===== src/rtl/memristor_puf_controller.sv =====
// Memristor-pair PUF sequencer: program, settle, compare per challenge bit, MSB first; MPUF_TIE_DETECT_EN adds sticky tie flag.
// Latency 1 + CH_BITS*(PULSE_CYC+2) + 1 cycles incl. DONE; start is ignored unless IDLE (no queueing).
module memristor_puf_controller #(
  parameter int                 CH_BITS   = 8,
  parameter int                 WIDTH     = 32,
  parameter logic signed [7:0]  VPROG     = 8'sd40,
  parameter int                 PULSE_CYC = 4
) (
  input  logic                clk,
  input  logic                reset_n,
  input  logic                start,
  input  logic [CH_BITS-1:0]  challenge,
  output logic                busy,
  output logic                done,
  output logic [CH_BITS-1:0]  response,
  output logic                tie,
  output logic                cell_rst,
  output logic signed [7:0]   vin_a,
  output logic signed [7:0]   vin_b,
  input  logic [WIDTH-1:0]    g_a,
  input  logic [WIDTH-1:0]    g_b
);

  localparam int IW = (CH_BITS > 1) ? $clog2(CH_BITS) : 1;
  localparam int CW = (PULSE_CYC > 1) ? $clog2(PULSE_CYC) : 1;
  localparam logic [IW-1:0] IDX_TOP  = IW'(CH_BITS - 1);
  localparam logic [CW-1:0] CNT_LAST = CW'(PULSE_CYC - 1);
  localparam logic signed [7:0] VNEG = -VPROG;

  typedef enum logic [2:0] {IDLE, CRST, PROG, SETTLE, CMP, DONE} state_t;

  state_t             state;
  logic [CH_BITS-1:0] ch;
  logic [IW-1:0]      idx;
  logic [CW-1:0]      cnt;
  logic [IW-1:0]      idx_dec;
  logic               bit_cur;
  logic               bit_nxt;

  assign idx_dec = idx - 1'b1;
  assign bit_cur = ch[idx];
  assign bit_nxt = ch[idx_dec];

`ifdef MPUF_TIE_DETECT_EN
  logic tie_q;
  assign tie = tie_q;
`else
  assign tie = 1'b0;
`endif

  always_ff @(posedge clk or negedge reset_n) begin
    if (!reset_n) begin
      state    <= IDLE;
      busy     <= 1'b0;
      done     <= 1'b0;
      response <= '0;
      cell_rst <= 1'b1;
      vin_a    <= '0;
      vin_b    <= '0;
      ch       <= '0;
      idx      <= '0;
      cnt      <= '0;
`ifdef MPUF_TIE_DETECT_EN
      tie_q    <= 1'b0;
`endif
    end else begin
      done     <= 1'b0;
      cell_rst <= 1'b0;
      case (state)
        IDLE: begin
          if (start) begin
            state    <= CRST;
            ch       <= challenge;
            response <= '0;
            idx      <= IDX_TOP;
            busy     <= 1'b1;
            cell_rst <= 1'b1;
`ifdef MPUF_TIE_DETECT_EN
            tie_q    <= 1'b0;
`endif
          end
        end
        CRST: begin
          state <= PROG;
          cnt   <= '0;
          vin_a <= bit_cur ? VPROG : VNEG;
          vin_b <= bit_cur ? VNEG  : VPROG;
        end
        PROG: begin
          if (cnt == CNT_LAST) begin
            state <= SETTLE;
            vin_a <= '0;
            vin_b <= '0;
          end else begin
            cnt <= cnt + 1'b1;
          end
        end
        // SETTLE covers the cell's one-cycle G register delay before sampling
        SETTLE: state <= CMP;
        CMP: begin
          response[idx] <= (g_a > g_b);
`ifdef MPUF_TIE_DETECT_EN
          if (g_a == g_b) tie_q <= 1'b1;
`endif
          if (idx == '0) begin
            state <= DONE;
            done  <= 1'b1;
            busy  <= 1'b0;
          end else begin
            idx   <= idx_dec;
            cnt   <= '0;
            state <= PROG;
            vin_a <= bit_nxt ? VPROG : VNEG;
            vin_b <= bit_nxt ? VNEG  : VPROG;
          end
        end
        DONE:    state <= IDLE;
        default: state <= IDLE;
      endcase
    end
  end

endmodule


===== config.mk =====
export PLATFORM = sky130hd
export DESIGN_NAME = memristor_puf_controller
export DESIGN_NICKNAME = d
export VERILOG_FILES = /design/src/rtl/memristor_puf_controller.sv
export SDC_FILE = /design/constraint.sdc
export NUM_CORES = 1
export LEC_CHECK = 0
export CORE_ASPECT_RATIO = 1.2
export CORE_MARGIN = 5
export CORE_UTILIZATION = 41
export DETAILED_ROUTE_END_ITERATION = 7
export PLACE_DENSITY = 0.81
export SYNTH_ARGS = -nofsm -noshare
export SYNTH_HDL_FRONTEND = slang
export SYNTH_SLANG_ARGS = --single-unit

===== constraint.sdc =====
create_clock -name clk -period 3.2 [get_ports clk]
set_clock_uncertainty 0.05 [all_clocks]
set_input_delay 0.32 -clock clk [delete_from_list [all_inputs] [get_ports clk]]
set_output_delay 0.32 -clock clk [all_outputs]
set_load 0.01 [all_outputs]

==> run_results.csv, run 1 <==
group,metric,value,unit
sta,finalCriticalPeriod,2370,ps
global_routing,antenna_found_initial,0,
finish,fin_util,60.9,%
sta,setup_violations,0,
hold_path,hp-class,"primary input to async pin",
route,wl_per_cell,12.5,µm
finish,drive_gt1_share,5.66,%
power_and_ir_drop,p_leak,1.66,nW
synth,avgSynthCellArea,8.62,µm²
sta,drv_slew,0,
die,io_pins,103,
finish,syn_to_final_growth,43.9,%
synth,ys_ff_latch,30,
worst_setup_path,crit_path_end_kind,"flip-flop",
clock_tree,cts_hold_buffers,0,
synth,synth.yosys.seq_area_share,31.2,%
route,first_iter_violations,63,
global_routing,grt_use_total,15.8,%
place,dp_hpwl,4940,µm
route,vias,2208,
die,std_cell_rows,30,
route,vias_per_cell,4.90,
die,fp.dieW,80.0,µm
sta,worst_pin_slew,1020,ps
worst_setup_path,path_class,"primary input to flip-flop",
route,drt_first_pass_iters,4,
clock_tree,numCtsBuffers,5,
finish,stdcell_area,0.00347,mm²
place,gp_congestion,0.810,
worst_setup_path,worst_setup_path_start_kind,"primary input",
power_and_ir_drop,ir_drop,0.000278,V
synth,syn_inst,280,
global_routing,grt_max_degree,31,
clock_tree,cts_tree,"yes",
clock_tree,cts-root-buf,"clkbuf_8",
worst_setup_path,cp_data_arrival_time,2540,ps
worst_setup_path,timing.rr.end,"idx[2]$_DFFE_PN0P_",
worst_setup_path,reg2regPathDepth,8,
power_and_ir_drop,power.total,1.89,mW
worst_setup_path,crit_fanout,8,
worst_setup_path,r2r_start,"idx[0]$_DFFE_PN0P_",
worst_setup_path,crit_required,3370,ps
clock_tree,clkSinkCount,30,
place,placed_cell_area,0.00336,mm²
clock_tree,clock_path_buffers,2,
clock_tree,htreeDepth,2,
sta,relSlewSlack,31.0,%
route,drt-total-wl,5660,µm
global_routing,grt_pass1_vias,2245,
finish,final_nets,480,
run_status,status,"complete, no violations",
global_routing,grt.overflow.total,0,
die,dieArea,0.00753,mm²
die,start_util,42.3,%
synth,yosys.area.top_type,"dfrtp_1",
finish,stdcell_count,451,
die,die_y,94.1,µm
power_and_ir_drop,power.density,545,mW/mm²
synth,ys.flop_type,"dfrtp_1",
sta,period_share,74.0,%
place,placed_cells,443,
sta,grt_setup_unrepaired,"false",
sta,fin_setup_tns,0,ps
synth,ys_top_cells_by_area,"dfrtp_1 30%, ha_1 18%, nand2_1 7.3%",
finish,diodes,0,
synth,yosysUniqueCellTypes,46,
synth,synthArstFlopShare,100,%
worst_setup_path,reg2reg_slack,1250,ps
clock_tree,cts_resized,0,
run,drv_cap,0,
finish,fillers,510,
route,post-route-drc-count,0,
clock_tree,cts_setup_buffers,0,
synth,synth-edff-count,0,
clock_tree,worst_skew_pair.late_latency,280,ps
sta,fmax,422,MHz
route,postRouteAntennaNets,0,
synth,yosys.area.top_type_share,30.1,%
clock_tree,path_clk_slew,60,ps
sta,hold_viol,0,
synth,yosysWarnings,0,
synth,synthesis.area,0.00241,mm²
global_routing,grt_pass1_wl,9560,µm
die,core,0.00571,mm²
place,io_buffers,95,
worst max path at each step:
stage | endpoint | start
5_1_grt | response[5]$_DFFE_PN0P_ | g_b[10]
3_3_place_gp | response[6]$_DFFE_PN0P_ | g_b[30]
2_1_floorplan | response[0]$_DFFE_PN0P_ | g_b[10]
4_1_cts | response[5]$_DFFE_PN0P_ | g_b[30]
6_report | response[5]$_DFFE_PN0P_ | g_b[30]
3_5_place_dp | response[5]$_DFFE_PN0P_ | g_b[30]
Yosys cell counts (all sizes together), types with 3 or more instances:
library cell,instances
o31a,8
inv,37
dfrtp,29
nand2,47
nand3,14
mux2i,3
mux4,4
nor2,16
and4,3
a21oi,14
nor2b,3
nand4,3
buf,18
ha,35
o21ai,15
per-stage QoR:
stage               setup WS [ps]  hold WS, ps
global route                  717          416
CTS                           818          392
floorplan                    1200        -25.6
detailed placement            520          420
finish                        833          377
global placement              588          416
cell families after synthesis:
logic type	count (synthesis)	share of synthesized area (%)
DFF	30	31.2
muxes	8	5.44
and+or+nand+nor	95	18.4
xor gates and xnor gates	2	0.726
adders and majority gates	35	18.1
buffers and inverters	58	11.7
other	1	0.155
AOI/OAI and AO/OA	51	14.3
layout by cell type (no fill, tap or decap), types with 3 or more instances in the layout:
cell type	count
a21oi_1	14
and4_1	3
clkbuf_8	8
clkdlybuf4s50_1	95
conb_1	7
dfrtp_1	29
ha_1	35
inv_1	37
mux2i_1	3
mux4_2	4
nand2_1	47
nand3_1	14
nand4_1	3
nor2_1	15
nor2b_1	3
o21ai_0	13
o31a_1	8
final cells by class:
class | instances | area, µm² | area share, %
multi-input cells | 198 | 1400 | 40.4
repair buffers | 97 | 966 | 27.8
flip-flops and latches | 30 | 752 | 21.7
inverters | 38 | 143 | 4.11
clock buffers | 8 | 110 | 3.17
well taps | 80 | 100 | 2.88
where the power goes:
group | total (mW) | internal, mW | switching, mW
logic | 0.914 | 0.514 | 0.400
registers | 0.623 | 0.503 | 0.120
clock network | 0.354 | 0.217 | 0.138
metal layers:
layer	up-vias	global-route usage (%)	share of wire, %
li1	1120	-	-
met2	81	29.1	53
met1	996	16.0	35
met4	0	5.21	1.9
met5	-	0	0
met3	11	6.24	9.7
state kept, by name (all words and copies together), names as in the netlist:
register  flops
vin_a         3
response      8
idx           3
done          1
state         3
cnt           2
ch            8
cell_rst      1
busy          1
critical path, stage by stage:
cell and delay (ps):
clkdlybuf4s50_1 450, inv_1 40, ha_1 300, and4_1 210, nand2_1 90, o311ai_1 870
o31a_1 250
Note: power is estimated with default switching activity, not from simulation.
==> run 2: changes to the inputs <==
- clock period: 3.2 -> 2.3 ns (I/O delays scaled with it)
==> run_results.csv, run 2 (same netlist as run 1, synthesis figures left out) <==
group,metric,value,unit
worst_setup_path,worst_setup_path_start_kind,"primary input",
finish,stdcell_area,0.00360,mm²
finish,syn_to_final_growth,49.1,%
finish,final_common_cell,"clkdlybuf4s50_1",
die,core,0.00571,mm²
route,drt-total-wl,6250,µm
route,drt_first_pass_iters,4,
worst_setup_path,path_class,"primary input to flip-flop",
die,io_pins,103,
place,place_ws,-270,ps
place,placed_cells,451,
clock_tree,clock_path_buffers,2,
route,vias_per_cell,4.98,
clock_tree,cts-root-buf,"clkbuf_8",
place,dp_hpwl,5010,µm
route,vias,2283,
global_routing,grt.overflow.total,0,
place,gp_congestion,0.823,
sta,hold_viol,0,
worst_setup_path,reg2regPathDepth,6,
sta,setup_ws,48.1,ps
sta,holdWs,309,ps
die,die_y,94.1,µm
sta,finalCriticalPeriod,2250,ps
power_and_ir_drop,power.total,2.58,mW
sta,fmax,444,MHz
power_and_ir_drop,ir_drop,0.000359,V
clock_tree,worst_skew_pair.late_latency,270,ps
finish,largestRegisters,"ch (8), response (8)",
global_routing,grt_pass1_wl,9650,µm
run,drv_cap,0,
global_routing,grt_use_total,16.0,%
sta,fin_setup_tns,0,ps
global_routing,grt_max_degree,31,
finish,final_nets,488,
finish,fin_util,63.1,%
sta,drv_slew,0,
clock_tree,htreeDepth,2,
finish,diodes,0,
worst_setup_path,cp-startpoint,"g_b[5]",
place,io_buffers,95,
sta,setup_violations,0,
clock_tree,path_clk_slew,60,ps
finish,stdcell_count,458,
clock_tree,numCtsBuffers,5,
die,std_cell_rows,30,
route,first_iter_violations,70,
global_routing,antenna_found_initial,0,
die,fp.dieW,80.0,µm
finish,drive_gt1_share,10.8,%
clock_tree,cts_setup_buffers,0,
die,start_util,42.3,%
run_status,status,"complete, no violations",
power_and_ir_drop,power.density,716,mW/mm²
finish,layout_common_cells,"91 x clkdlybuf4s50_1, 47 x nand2_1, 35 x inv_1",
route,post-route-drc-count,0,
worst_setup_path,crit_fanout,8,
worst_setup_path,crit_required,2410,ps
worst_setup_path,r2r_start,"idx[0]$_DFFE_PN0P_",
clock_tree,cts_tree,"yes",
route,wl_per_cell,13.7,µm
route,postRouteAntennaNets,0,
hold_path,hp-class,"primary input to async pin",
global_routing,grt_pass1_vias,2232,
worst_setup_path,crit_path_end_kind,"flip-flop",
die,dieArea,0.00753,mm²
clock_tree,clkSinkCount,30,
place,placed_cell_area,0.00342,mm²
worst_setup_path,cp_data_arrival_time,2360,ps
clock_tree,cts_hold_buffers,0,
power_and_ir_drop,p_leak,1.72,nW
sta,period_share,97.9,%
run 2: changes by cell type in the layout (fill, tap and decap cells not counted), moves of 2 or more:
cell             previous run  this run
clkdlybuf4s50_1            95        91
inv_1                      37        35
a21oi_1                    14        10
clkbuf_1                    0         2
buf_4                       2        10
dlymetal6s2s_1              0         4
inv_2                       0         2
a21oi_2                     0         4
clkbuf_8                    8         5
ha_1                       35        30
ha_4                        0         5
run 2: worst paths after layout:
check                                                to  slack, ps
worst max-delay path            response[1]$_DFFE_PN0P_         50
worst max register to register     vin_a[5]$_DFFE_PN0P_        320
min in group clk                      ch[6]$_DFFE_PN0P_        440
max in group asynchronous            cell_rst$_DFF_PN1_       1580
worst min register to register         busy$_DFFE_PN0P_        440
worst min-delay path                  ch[5]$_DFFE_PN0P_        310
run 2: routing by layer:
| layer | track usage [%] | part of all wire (%) |
|---|---|---|
| met5 | 0 | 0 |
| met4 | 3.94 | 1.8 |
| met3 | 5.09 | 8.1 |
| met2 | 28.9 | 54 |
| met1 | 17.9 | 37 |
run 2: area by class of cell:
type                       instances  area [µm²]
sequential                        30         752
fill                             479        2110
inverter                          38         143
tap                               80         100
clock buffer                       7        76.3
multi-input combinational        198        1490
timing repair buffer             105        1040
run 2: what timing repair did:
item                                    4_1_cts  5_1_grt
resized for setup                             0       20
endpoints found under the hold margin         0        0
endpoints found under the setup margin        0        8
run 2: critical path, cell delays in order:
cell             delay, ps
clkdlybuf4s50_1        470
inv_2                   50
ha_4                   220
a21oi_2                140
o21ai_2                 70
a221oi_2               260
nor2_1                  80
o41a_1                 540
o31a_1                 290
run 2: power by group:
part / total [mW] / switching, mW / internal, mW
Clock: 0.386 / 0.178 / 0.208
Sequential: 0.871 / 0.171 / 0.700
Combinational: 1.32 / 0.578 / 0.741
Total: 2.58 / 0.927 / 1.65
==> run 3: changes to the inputs <==
- CELL_PAD_IN_SITES_DETAIL_PLACEMENT: default -> 1
- CELL_PAD_IN_SITES_GLOBAL_PLACEMENT: default -> 1
- CORE_ASPECT_RATIO: 1.2 -> 0.8
- CORE_UTILIZATION: 41 -> 31
- PLACE_DENSITY: 0.81 -> 0.85
- TNS_END_PERCENT: default -> 5
==> run_results.csv, run 3 (same netlist as run 1, synthesis figures left out) <==
group,metric,value,unit
place,placed_cells,477,
die,dieArea,0.00966,mm²
hold_path,hp-class,"primary input to async pin",
finish,final_common_cell,"clkdlybuf4s50_1",
power_and_ir_drop,cell_internal_pwr,1.68,mW
clock_tree,cts_hold_buffers,0,
route,postRouteAntennaNets,0,
finish,diodes,0,
clock_tree,worst_skew_pair.late_latency,280,ps
worst_setup_path,crit_required,2410,ps
clock_tree,cts-root-buf,"clkbuf_8",
sta,fmax,459,MHz
sta,setup_ws,119,ps
worst_setup_path,timing.rr.end,"response[6]$_DFFE_PN0P_",
route,drt-total-wl,7080,µm
die,core,0.00750,mm²
global_routing,grt_max_degree,31,
worst_setup_path,path_class,"primary input to flip-flop",
place,dp_hpwl,6080,µm
route,post-route-drc-count,0,
clock_tree,clock_path_buffers,2,
finish,stdcell_area,0.00360,mm²
place,io_buffers,95,
power_and_ir_drop,pwr-share-seq,32.1,%
global_routing,antenna_found_initial,0,
finish,final_nets,490,
route,vias,2281,
finish,syn_to_final_growth,49.0,%
finish,drive_gt1_share,9.71,%
global_routing,grt_use_total,15.3,%
finish,largestRegisters,"ch (8), response (8)",
clock_tree,path_clk_slew,70,ps
power_and_ir_drop,p_comb_share,51.2,%
worst_setup_path,cp_data_arrival_time,2290,ps
global_routing,grt.overflow.total,0,
place,place_ws,-334,ps
worst_setup_path,worst_setup_path_start_kind,"primary input",
die,start_util,32.2,%
global_routing,grt_pass1_wl,11700,µm
place,gp_congestion,0.795,
die,fp.dieW,109,µm
route,drt_first_pass_iters,4,
global_routing,grt_pass1_vias,2476,
worst_setup_path,reg2regPathDepth,6,
clock_tree,cts_tree,"yes",
worst_setup_path,crit_fanout,7,
sta,hold_viol,0,
sta,drv_slew,0,
sta,setup_violations,0,
worst_setup_path,reg2reg_slack,310,ps
power_and_ir_drop,switchingPower,0.973,mW
die,std_cell_rows,28,
power_and_ir_drop,clockPowerShare,16.7,%
die,io_pins,103,
run,drv_cap,0,
place,placed_cell_area,0.00346,mm²
run_status,status,"complete, no violations",
worst_setup_path,endpoint,"response[5]$_DFFE_PN0P_",
worst_setup_path,crit_path_end_kind,"flip-flop",
route,vias_per_cell,4.69,
finish,layout_common_cells,"95 x clkdlybuf4s50_1, 47 x nand2_1, 37 x inv_1",
worst_setup_path,cp-startpoint,"g_b[5]",
finish,stdcell_count,486,
sta,relSlewSlack,66.3,%
route,wl_per_cell,14.6,µm
worst_setup_path,r2r_start,"state[2]$_DFFE_PN0P_",
die,die_y,88.9,µm
sta,period_share,94.8,%
power_and_ir_drop,swShare,36.6,%
power_and_ir_drop,power.density,739,mW/mm²
route,first_iter_violations,55,
power_and_ir_drop,p_leak,1.70,nW
clock_tree,numCtsBuffers,5,
power_and_ir_drop,ir_drop,0.000323,V
clock_tree,htreeDepth,2,
clock_tree,clkSinkCount,30,
sta,worst_pin_slew,504,ps
sta,finalCriticalPeriod,2180,ps
sta,holdWs,295,ps
## run 3: cell type report
| type | count | area (µm²) |
|---|---|---|
| clock buffer | 7 | 86.3 |
| clock inverter | 1 | 5.00 |
| fill | 916 | 3900 |
| inverter | 38 | 143 |
| multi-input combinational | 198 | 1440 |
| sequential | 30 | 752 |
| tap | 105 | 131 |
| timing repair buffer | 107 | 1040 |
## run 3: repair_timing
action | CTS | global route
endpoints found under the hold margin | 0 | 0
resized for setup | 4 | 5
setup buffers | 0 | 1
pin swaps | 8 | 3
endpoints found under the setup margin | 7 | 8
## run 3: per-stage QoR
stage	setup TNS, ps	util (%)	power [mW]
3_3_place_gp	-1800	46.2	2.15
2_1_floorplan	0	-	1.74
6_report	0	48.0	2.66
4_1_cts	0	47.7	2.68
3_5_place_dp	-2520	46.2	2.23
5_1_grt	-5.47	48.0	2.86
## run 3: power by group through the flow
stage	Sequential [mW]	Combinational (mW)	Clock [mW]
6_report	0.852	1.36	0.444
5_1_grt	0.877	1.51	0.475
4_1_cts	0.852	1.38	0.454
3_5_place_dp	0.860	1.37	0
3_3_place_gp	0.848	1.30	0
2_1_floorplan	0.833	0.906	0
## run 3: worst min-delay path by stage
stage | from | end | slack, ps
3_5_place_dp | ch[3]$_DFFE_PN0P_ | ch[3]$_DFFE_PN0P_ | 440
3_3_place_gp | ch[1]$_DFFE_PN0P_ | ch[1]$_DFFE_PN0P_ | 440
4_1_cts | reset_n | response[2]$_DFFE_PN0P_ | 300
5_1_grt | reset_n | response[2]$_DFFE_PN0P_ | 340
6_report | reset_n | response[2]$_DFFE_PN0P_ | 300
2_1_floorplan | reset_n | busy$_DFFE_PN0P_ | -120
## run 3: worst max-delay path, stage by stage
cell	delay, ps
clkdlybuf4s50_1	450
inv_1	40
ha_1	280
a21oi_1	130
o21ai_1	90
a221oi_2	250
nor2_1	80
o41a_1	320
buf_4	170
o31a_1	240
## run 3: layer usage
metal  wire [µm]  global-route usage (%)
met5           0                       0
met4          55                    3.78
met3         352                    3.61
met2        3770                    28.7
met1        2900                    17.8
